[src/rtl/mole_game_core.sv]
// Whack-a-mole game sequencer: LFSR-chosen moles, timed rounds, score and
// best-score tracking, and registered one-cycle hit/miss strobes for sound.
module mole_game_core #(
  parameter int         NUM_MOLES     = 4,
  parameter int         SCORE_W       = 8,
  parameter int         TICKS_PER_SEC = 50000000,
  parameter int         GAME_SECS     = 30,
  parameter int         MOLE_TICKS    = 25000000,
  parameter int         GAP_TICKS     = 5000000,
  parameter logic [7:0] LFSR_SEED     = 8'hA5
) (
  input  logic                 clk,
  input  logic                 reset,
  input  logic                 start,
  input  logic [NUM_MOLES-1:0] hit,
  output logic [1:0]           state,
  output logic [NUM_MOLES-1:0] mole_onehot,
  output logic [SCORE_W-1:0]   score,
  output logic [SCORE_W-1:0]   high_score,
  output logic [7:0]           secs_left,
  output logic                 hit_pulse,
  output logic                 miss_pulse,
  output logic                 game_over
);
  localparam logic [1:0] S_IDLE = 2'd0, S_GAP = 2'd1, S_SHOW = 2'd2, S_OVER = 2'd3;
  localparam int IDX_W  = $clog2(NUM_MOLES);
  localparam int SEC_W  = $clog2(TICKS_PER_SEC + 1);
  localparam int MOLE_W = $clog2(MOLE_TICKS + 1);
  localparam int GAP_W  = $clog2(GAP_TICKS + 1);
  localparam logic [SEC_W-1:0]  SEC_LAST  = SEC_W'(TICKS_PER_SEC - 1);
  localparam logic [MOLE_W-1:0] MOLE_LAST = MOLE_W'(MOLE_TICKS - 1);
  localparam logic [GAP_W-1:0]  GAP_LAST  = GAP_W'(GAP_TICKS - 1);
  localparam logic [IDX_W:0]    NM_EXT    = NUM_MOLES[IDX_W:0];
  localparam logic [IDX_W:0]    ONE_EXT   = 1;
  localparam logic [7:0]        SEED      = (LFSR_SEED == 8'h00) ? 8'h01 : LFSR_SEED;

  logic [1:0]           state_q, state_next;
  logic                 start_q;
  logic [NUM_MOLES-1:0] hit_q, hit_edge, act_mask;
  logic                 start_edge, right_edge, wrong_edge;
  logic [7:0]           lfsr;
  logic [IDX_W-1:0]     mole_idx, new_idx;
  logic [IDX_W:0]       fold;
  logic                 prev_valid;
  logic [SEC_W-1:0]     sec_cnt;
  logic [MOLE_W-1:0]    mole_cnt;
  logic [GAP_W-1:0]     gap_cnt;
  logic                 sec_tick, expire, go_start, load_mole, do_hit, do_miss, do_wrong;

  assign start_edge = start & ~start_q;
  assign hit_edge   = hit & ~hit_q;
  assign act_mask   = {{(NUM_MOLES-1){1'b0}}, 1'b1} << mole_idx;
  assign right_edge = |(hit_edge & act_mask);
  assign wrong_edge = |(hit_edge & ~act_mask);
  assign state      = state_q;

  // Fold the raw LFSR bits into range, then step past the previous mole.
  always_comb begin
    fold = {1'b0, lfsr[IDX_W-1:0]};
    if (fold >= NM_EXT) fold = fold - NM_EXT;
    if (prev_valid && fold[IDX_W-1:0] == mole_idx)
      fold = ((fold + ONE_EXT) == NM_EXT) ? '0 : fold + ONE_EXT;
    new_idx = fold[IDX_W-1:0];
  end

  always_ff @(posedge clk) begin
    if (reset) state_q <= S_IDLE;
    else       state_q <= state_next;
  end

  // Game-clock expiry outranks any hit or timeout in the same cycle.
  always_comb begin
    state_next = state_q;
    go_start   = 1'b0;
    load_mole  = 1'b0;
    do_hit     = 1'b0;
    do_miss    = 1'b0;
    do_wrong   = 1'b0;
    sec_tick   = (state_q == S_GAP || state_q == S_SHOW) && (sec_cnt == SEC_LAST);
    expire     = sec_tick && (secs_left == 8'd1);
    unique case (state_q)
      S_IDLE, S_OVER: begin
        if (start_edge) begin
          state_next = S_GAP;
          go_start   = 1'b1;
        end
      end
      S_GAP: begin
        if (expire) state_next = S_OVER;
        else if (gap_cnt == GAP_LAST) begin
          state_next = S_SHOW;
          load_mole  = 1'b1;
        end
      end
      S_SHOW: begin
        if (expire) state_next = S_OVER;
        else if (wrong_edge) do_wrong = 1'b1;
        else if (right_edge) begin
          do_hit     = 1'b1;
          state_next = S_GAP;
        end else if (mole_cnt == MOLE_LAST) begin
          do_miss    = 1'b1;
          state_next = S_GAP;
        end
      end
    endcase
  end

  always_comb begin
    mole_onehot = '0;
    if (state_q == S_SHOW) mole_onehot = act_mask;
    game_over = (state_q == S_OVER);
  end

  always_ff @(posedge clk) begin
    if (reset) begin
      start_q    <= start;
      hit_q      <= hit;
      lfsr       <= SEED;
      mole_idx   <= '0;
      prev_valid <= 1'b0;
      score      <= '0;
      high_score <= '0;
      secs_left  <= '0;
      sec_cnt    <= '0;
      mole_cnt   <= '0;
      gap_cnt    <= '0;
      hit_pulse  <= 1'b0;
      miss_pulse <= 1'b0;
    end else begin
      start_q    <= start;
      hit_q      <= hit;
      lfsr       <= {lfsr[6:0], lfsr[7] ^ lfsr[5] ^ lfsr[4] ^ lfsr[3]};
      hit_pulse  <= do_hit;
      miss_pulse <= do_wrong | do_miss;
      gap_cnt    <= (state_q == S_GAP && state_next == S_GAP) ? gap_cnt + 1'b1 : '0;
      // A wrong button freezes the mole timer for that cycle.
      if (state_q == S_SHOW && state_next == S_SHOW)
        mole_cnt <= do_wrong ? mole_cnt : mole_cnt + 1'b1;
      else
        mole_cnt <= '0;
      if (load_mole) begin
        mole_idx   <= new_idx;
        prev_valid <= 1'b1;
      end
      if (go_start) begin
        score     <= '0;
        secs_left <= 8'(GAME_SECS);
        sec_cnt   <= '0;
      end else if (state_q == S_GAP || state_q == S_SHOW) begin
        if (sec_tick) begin
          sec_cnt   <= '0;
          secs_left <= secs_left - 8'd1;
        end else begin
          sec_cnt <= sec_cnt + 1'b1;
        end
      end
      if (do_hit && score != {SCORE_W{1'b1}}) score <= score + 1'b1;
      if (do_wrong && score != '0) score <= score - 1'b1;
      if (expire && score > high_score) high_score <= score;
    end
  end
endmodule

[config.mk]
export PLATFORM = sky130hd
export DESIGN_NAME = mole_game_core
export DESIGN_NICKNAME = d
export VERILOG_FILES = /design/src/rtl/mole_game_core.sv
export SDC_FILE = /design/constraint.sdc
export NUM_CORES = 1
export LEC_CHECK = 0
export ABC_AREA = 0
export CAP_MARGIN = 10
export CELL_PAD_IN_SITES_DETAIL_PLACEMENT = 1
export CELL_PAD_IN_SITES_GLOBAL_PLACEMENT = 2
export CORE_MARGIN = 1.5
export CORE_UTILIZATION = 39
export DETAILED_ROUTE_END_ITERATION = 7
export PLACE_DENSITY = 0.81
export SYNTH_ARGS = -nofsm -noshare
export SYNTH_HDL_FRONTEND = slang
export SYNTH_SLANG_ARGS = --single-unit
[constraint.sdc]
create_clock -name clk -period 5.5 [get_ports clk]
set_input_delay 0.55 -clock clk [delete_from_list [all_inputs] [get_ports clk]]
set_output_delay 0.55 -clock clk [all_outputs]
set_load 0.03 [all_outputs]
**After elaboration in Yosys (flattened, before gate mapping)**

Cells that the tools add are included.

- Bitwise operators: 13
- Mux-type cells: 35
- Add/sub/neg operators: 7
- Shift-type cells: 1
- Order comparisons: 1
- Divide/modulo/power cells: 0
- Reduce and logical (&&, ||, !) cells: 22
- Equal/unequal tests: 12
- Multipliers: 0

Operator list:

| kind | count |
|---|---|
| $add A26 B1 Y26 const B | 1 |
| $eq A26 B26 Y1 const B | 1 |
| $mux W26 | 1 |
| $add A25 B1 Y25 const B | 1 |
| $eq A25 B25 Y1 const B | 1 |
| $mux W8 | 3 |
| $add A23 B1 Y23 const B | 1 |
| $eq A23 B23 Y1 const B | 1 |
| $mux W2 | 9 |
| $mux W1 | 17 |
| $sub A8 B1 Y8 const B | 2 |
| $mux W5 | 3 |
| $and A4 B4 Y4 | 3 |
| $add A8 B1 Y8 const B | 1 |
| $eq A8 B1 Y1 const B | 1 |
| $gt A8 B8 Y1 | 1 |
| $logic_and A1 B1 Y1 | 8 |
| $ne A8 B8 Y1 const B | 1 |
| $not A4 Y4 | 2 |
| $reduce_bool A8 Y1 | 1 |
| $reduce_or A2 Y1 | 4 |
| $reduce_or A4 Y1 | 2 |
| $eq A2 B2 Y1 const B | 3 |
| $pmux W2 S3 | 1 |
| 15 further kinds | 22 |

- RAM bits: 0
- Logic and storage cells: 106
- Memories kept: 0
- Bits of input ports: 7
- Memory bits (read-only): 0
- Latch bits: 0
- Output and inout bits: 33
- Flip-flop bits (word level): 118

**Logic depth before layout (Yosys ltp)**

- Word-level depth: 12
- Mapped depth: 11

**Worst setup path before layout**

OpenSTA, ideal clock, no wires.

- Path kind: flip-flop to flip-flop
- Start point: reg state_q[0], in the netlist state[0]
- End point: reg mole_cnt[24]
- Data required time: 5,429 ps
- Period minus slack after synthesis: 3,150 ps
- Setup slack: 2,350 ps
- Buffers on the path: 1
- Stages on the path, launching flop included: 11
- Data arrival time: 3,079 ps
- Cells stage by stage: dfxtp_1 inv_1 ha_1 nand3b_1 or4_4 nor3_4 o31ai_4 or3_1 buf_2 or3_1 a21oi_1

- Longest elaborated chain between the ends: 10
- Elaborated cells between the ends (all ways): 22

RTL lines:

| what | RTL line | text |
|---|---|---|
| start: declaration | 37 | `logic [1:0] state_q, state_next;` |
| start signal: assignment | 68 | `else state_q <= state_next;` |
| $eq A2 B1 Y1 or $eq A2 B2 Y1 (tied branches) | 79, 81, 138 |  |
| $logic_or A1 B1 Y1 | 79 | `sec_tick = (state_q == S_GAP \|\| state_q == S_SHOW) && (sec_cnt == SEC_LAST);` |
| $logic_and A1 B1 Y1 | 79 |  |
| $logic_and A1 B1 Y1 | 80 | `expire = sec_tick && (secs_left == 8'd1);` |
| $mux W2 (on tied branches) | 96, 89 |  |
| $pmux W2 S3 | 81 | `unique case (state_q)` |
| $eq A2 B2 Y1 | 138 | `if (state_q == S_SHOW && state_next == S_SHOW)` |
| $logic_and A1 B1 Y1 | 138 |  |
| $not A1 Y1 (no source line) | n/a |  |
| $reduce_or A2 Y1 (no source line) | n/a |  |
| end signal: assignment | 139 | `mole_cnt <= do_wrong ? mole_cnt : mole_cnt + 1'b1;` |
| end: declaration | 46 | `logic [MOLE_W-1:0] mole_cnt;` |

Several ways; a longest one is shown, not always the timed one.
A chain may end at the register's enable or synchronous reset.

**Final worst setup path**

- Start point: reg state_q[0], in the netlist state[0]
- End point: reg mole_cnt[18]

Same word-level chain as after synthesis.

==> metrics.md <==
| Metric | Value |
|---|---|
| DR pass1 iterations | 4 |
| First-pass GRT wire length | 24230 µm |
| Hold Fails Final Rpt | 0 |
| Critical-path maximum fanout | 25 |
| Sequential area share after synthesis | slightly above 40% |
| Site Rows | 44 |
| Count of different cell masters after synthesis | 62 |
| Slowest stage delay, CP | 0.86 ns |
| Ant. Diodes | 0 |
| Io pins | 40 |
| Most frequent cells in the layout | dfxtp_1, nor2_1, nand2_1 |
| Simple logic cell fraction of the synthesized area | 28.76% |
| # nets final | 733 |
| Post-cts gate resize count | 0 |
| Core Footprint | 0.01448 mm² |
| Setup-failing EPs final | 0 |
| Syn Nets | 692 |
| Switching portion of total power | 20.37% |
| Starting density of the core | approximately two fifths |
| Hold crit path type | flip-flop to flip-flop |
| H-tree depth | 4 |
| Post-layout min period | 3.678 ns |
| Most common cell after layout, fill and taps aside | dfxtp_1 |
| WP buf/inv | 1 |
| CTS tree | yes |
| Layout area overhead | 20.90% |
| FF-to-FF Start | state[0] |
| Max-cap viol count | 0 |
| Vias in the first global route | 4926 |
| CP Class | flip-flop to flip-flop |
| Combinational power share | approximately 3.1% |
| Avg Inst Size Synth | 8.668 µm² |
| Wire per inst | 15.37 µm |
| Initial antenna violation count | 0 |
| Critical Path RT | approximately 5.8 ns |
| Yosys warns | 0 |
| Hold Buf Count CTS | 0 |
| Final WS setup | 1.822 ns |
| Hold path endpoint | lfsr[7] |
| Int Power | 1.709 mW |
| Mapped Cells | 665 |
| Main combinational cell family by area after synthesis | simple AND/OR/NAND/NOR gates |
| Worst r2r dst | mole_cnt[18] |
| Fmax | 271.9 MHz |
| Fin Setup TNS | 0 ns |
| Clock share of power | 56.2% |
| RSZ-0062 raised after global routing | no |
| Slowest CP cell | o211ai_2 |
| Flop pwr share | 40.7% |
| Die height | ~120 µm |
| DRC | 0 |
| Synth Area in Adders | between 4 and 5% |
| Clk pin slew, worst setup/hold paths | around 0.06 ns |
| Grt ovf | 0 |
| Mux share of post-synthesis cell area | under 10% |
| Top_reg_cell synth | dfxtp_1 |
| Seq cells post-synth | 118 |
| PD cells | 307.9 mW/mm² |
| CP delay by family, top | simple AND/OR/NAND/NOR gates |
| Iteration-0 DRC Markers | 308 |
| Hold_sp | lfsr[6] |
| Status | complete, no violations |
| Post-CTS Setup Bufs | 0 |
| Cell area after synthesis | 0.005764 mm² |
| Final Wtd Congestion | 0.7807 |
| Pre-CTS setup slack | 1.810 ns |
| Worst VDD drop | 0.2039 mV |
| Largest net degree at the start of global routing | 34 |
| Dpl hpwl | 9713 µm |
| FF-to-FF path depth | 9 |
| Worst path depth | 9 |
| Slew Limit Fails | 0 |
| Post-Synth XOR/XNOR Area | 12.00% |
| Total wire length | 13880 µm |
| Slew @ Worst Pin | 1.071 ns |
| Compound-Gate Fraction of Synth Area | 8.943% |
| Worst skew pair latency | 0.42 ns |
| Sw power | 0.4371 mW |
| Pleak | 2.451 nW |
| Detail Route Antenna Nets | 0 |
| Internal reg-to-reg setup slack | 1.82 ns |
| Worst Skew | approximately 0.0086 ns |
| Input/output buffers | 39 |
| Hold Path Cell Cnt | 1 |
| Startpoint Class | flip-flop |
| Post-synth EDFFs | 0 |
| Via count | about 4800 |
| Vias per cell | 5.305 |
| Clk buf depth | 2 |
| Die width | 124.6 µm |
| Slew Limit Headroom | 28.40% |
| TritonCTS buffer count | 17 |
| Crit path capture type | flip-flop |
| TritonCTS Sinks | 118 |
| Cell Chain, Critical Path | inv_1, ha_1, nand3b_1, or4_4, nor3_4, nor3_1, nor2b_1, o211ai_2, nor2_1 |
| Die area | approximately 0.016 mm² |
| Asr flop ratio synth | 0% |
| Share of layout cells above drive strength 1 | about 7% |
| CP arrival | ~4 ns |
| Root buf cell | clkbuf_16 |
| Tcrit/Tclk final | between 60% and 70% |
| Total GRT Usage | 19.16% |
kinds of logic (layout without fill, tap and decap cells):
logic type / count (synthesis) / after routing
flip-flops: 118 / 118
AND/OR/NAND/NOR: 329 / 329
buffers and inverters: 40 / 94
AO/OA/AOI/OAI: 67 / 67
adder cells (fa/ha/maj): 20 / 20
multiplexers: 12 / 12
XOR/XNOR: 79 / 79
cells in the mapped netlist, drive strengths merged, types with 14 or more instances:
cell type / count / area share [%]
xnor2: 29 / 4.4
and3: 20 / 2.2
clkbuf: 14 / 0.91
xor2: 50 / 7.6
nor2: 117 / 7.6
ha: 20 / 4.3
inv: 21 / 1.4
dfxtp: 118 / 41
a21oi: 21 / 1.8
nor3: 16 / 1.6
nand2: 51 / 3.3
nand3: 40 / 3.5
sequential cells by signal (all words and copies together), names as in the netlist:
register,flops
state,2
hit_q,4
sec_cnt,26
high_score,8
gap_cnt,23
prev_valid,1
mole_idx,2
start_q,1
hit_pulse,1
score,8
lfsr,8
mole_cnt,25
secs_left,8
miss_pulse,1
how the worst max path moves through the flow:
stage,from,end,slack (ns)
after CTS,state[0],mole_cnt[18],1.74
after global placement,state[0],mole_cnt[18],1.96
after global routing,state[0],mole_cnt[18],1.49
after detailed placement,state[0],mole_cnt[18],1.81
final,state[0],mole_cnt[18],1.82
after floorplan,state[0],mole_cnt[24],2.35
metal layers:
metal  vias up  wire, µm  part of all wire [%]  track usage [%]
met5         -         0                     0                0
met1      2328      6527                    47            23.62
met4         0       158                   1.1            5.612
met2        56      6791                    49            32.68
met3        19       406                   2.9            5.241
li1       2387         -                     -                -
power groups by stage:
stage	clock network, mW	logic, mW	registers, mW
2_1_floorplan	0	0.0403	0.895
3_3_place_gp	0	0.0641	0.892
3_5_place_dp	0	0.0656	0.892
4_1_cts	1.24	0.0662	0.874
5_1_grt	1.28	0.0727	0.875
6_report	1.21	0.0657	0.874
through the flow:
stage	util (%)	cells	hold WS [ns]	area, µm²	power, mW
after floorplan	-	665	0.3895	5764	0.9350
after global placement	43.68	871	0.3979	6325	0.9562
after detailed placement	43.68	871	0.4085	6325	0.9580
after CTS	48.13	903	0.4387	6969	2.179
after global routing	48.13	903	0.4390	6969	2.226
final	48.13	903	0.4278	6969	2.146
layout make-up:
class	count	area, µm²
repair buffers	41	405.4
flip-flops and latches	118	2362
well taps	184	230.2
fillers	1681	7510
clock inverters	8	142.6
inverters	21	78.83
multi-input cells	507	3248
clock buffers	24	501.7
Power figures use the tool's default switching activity.
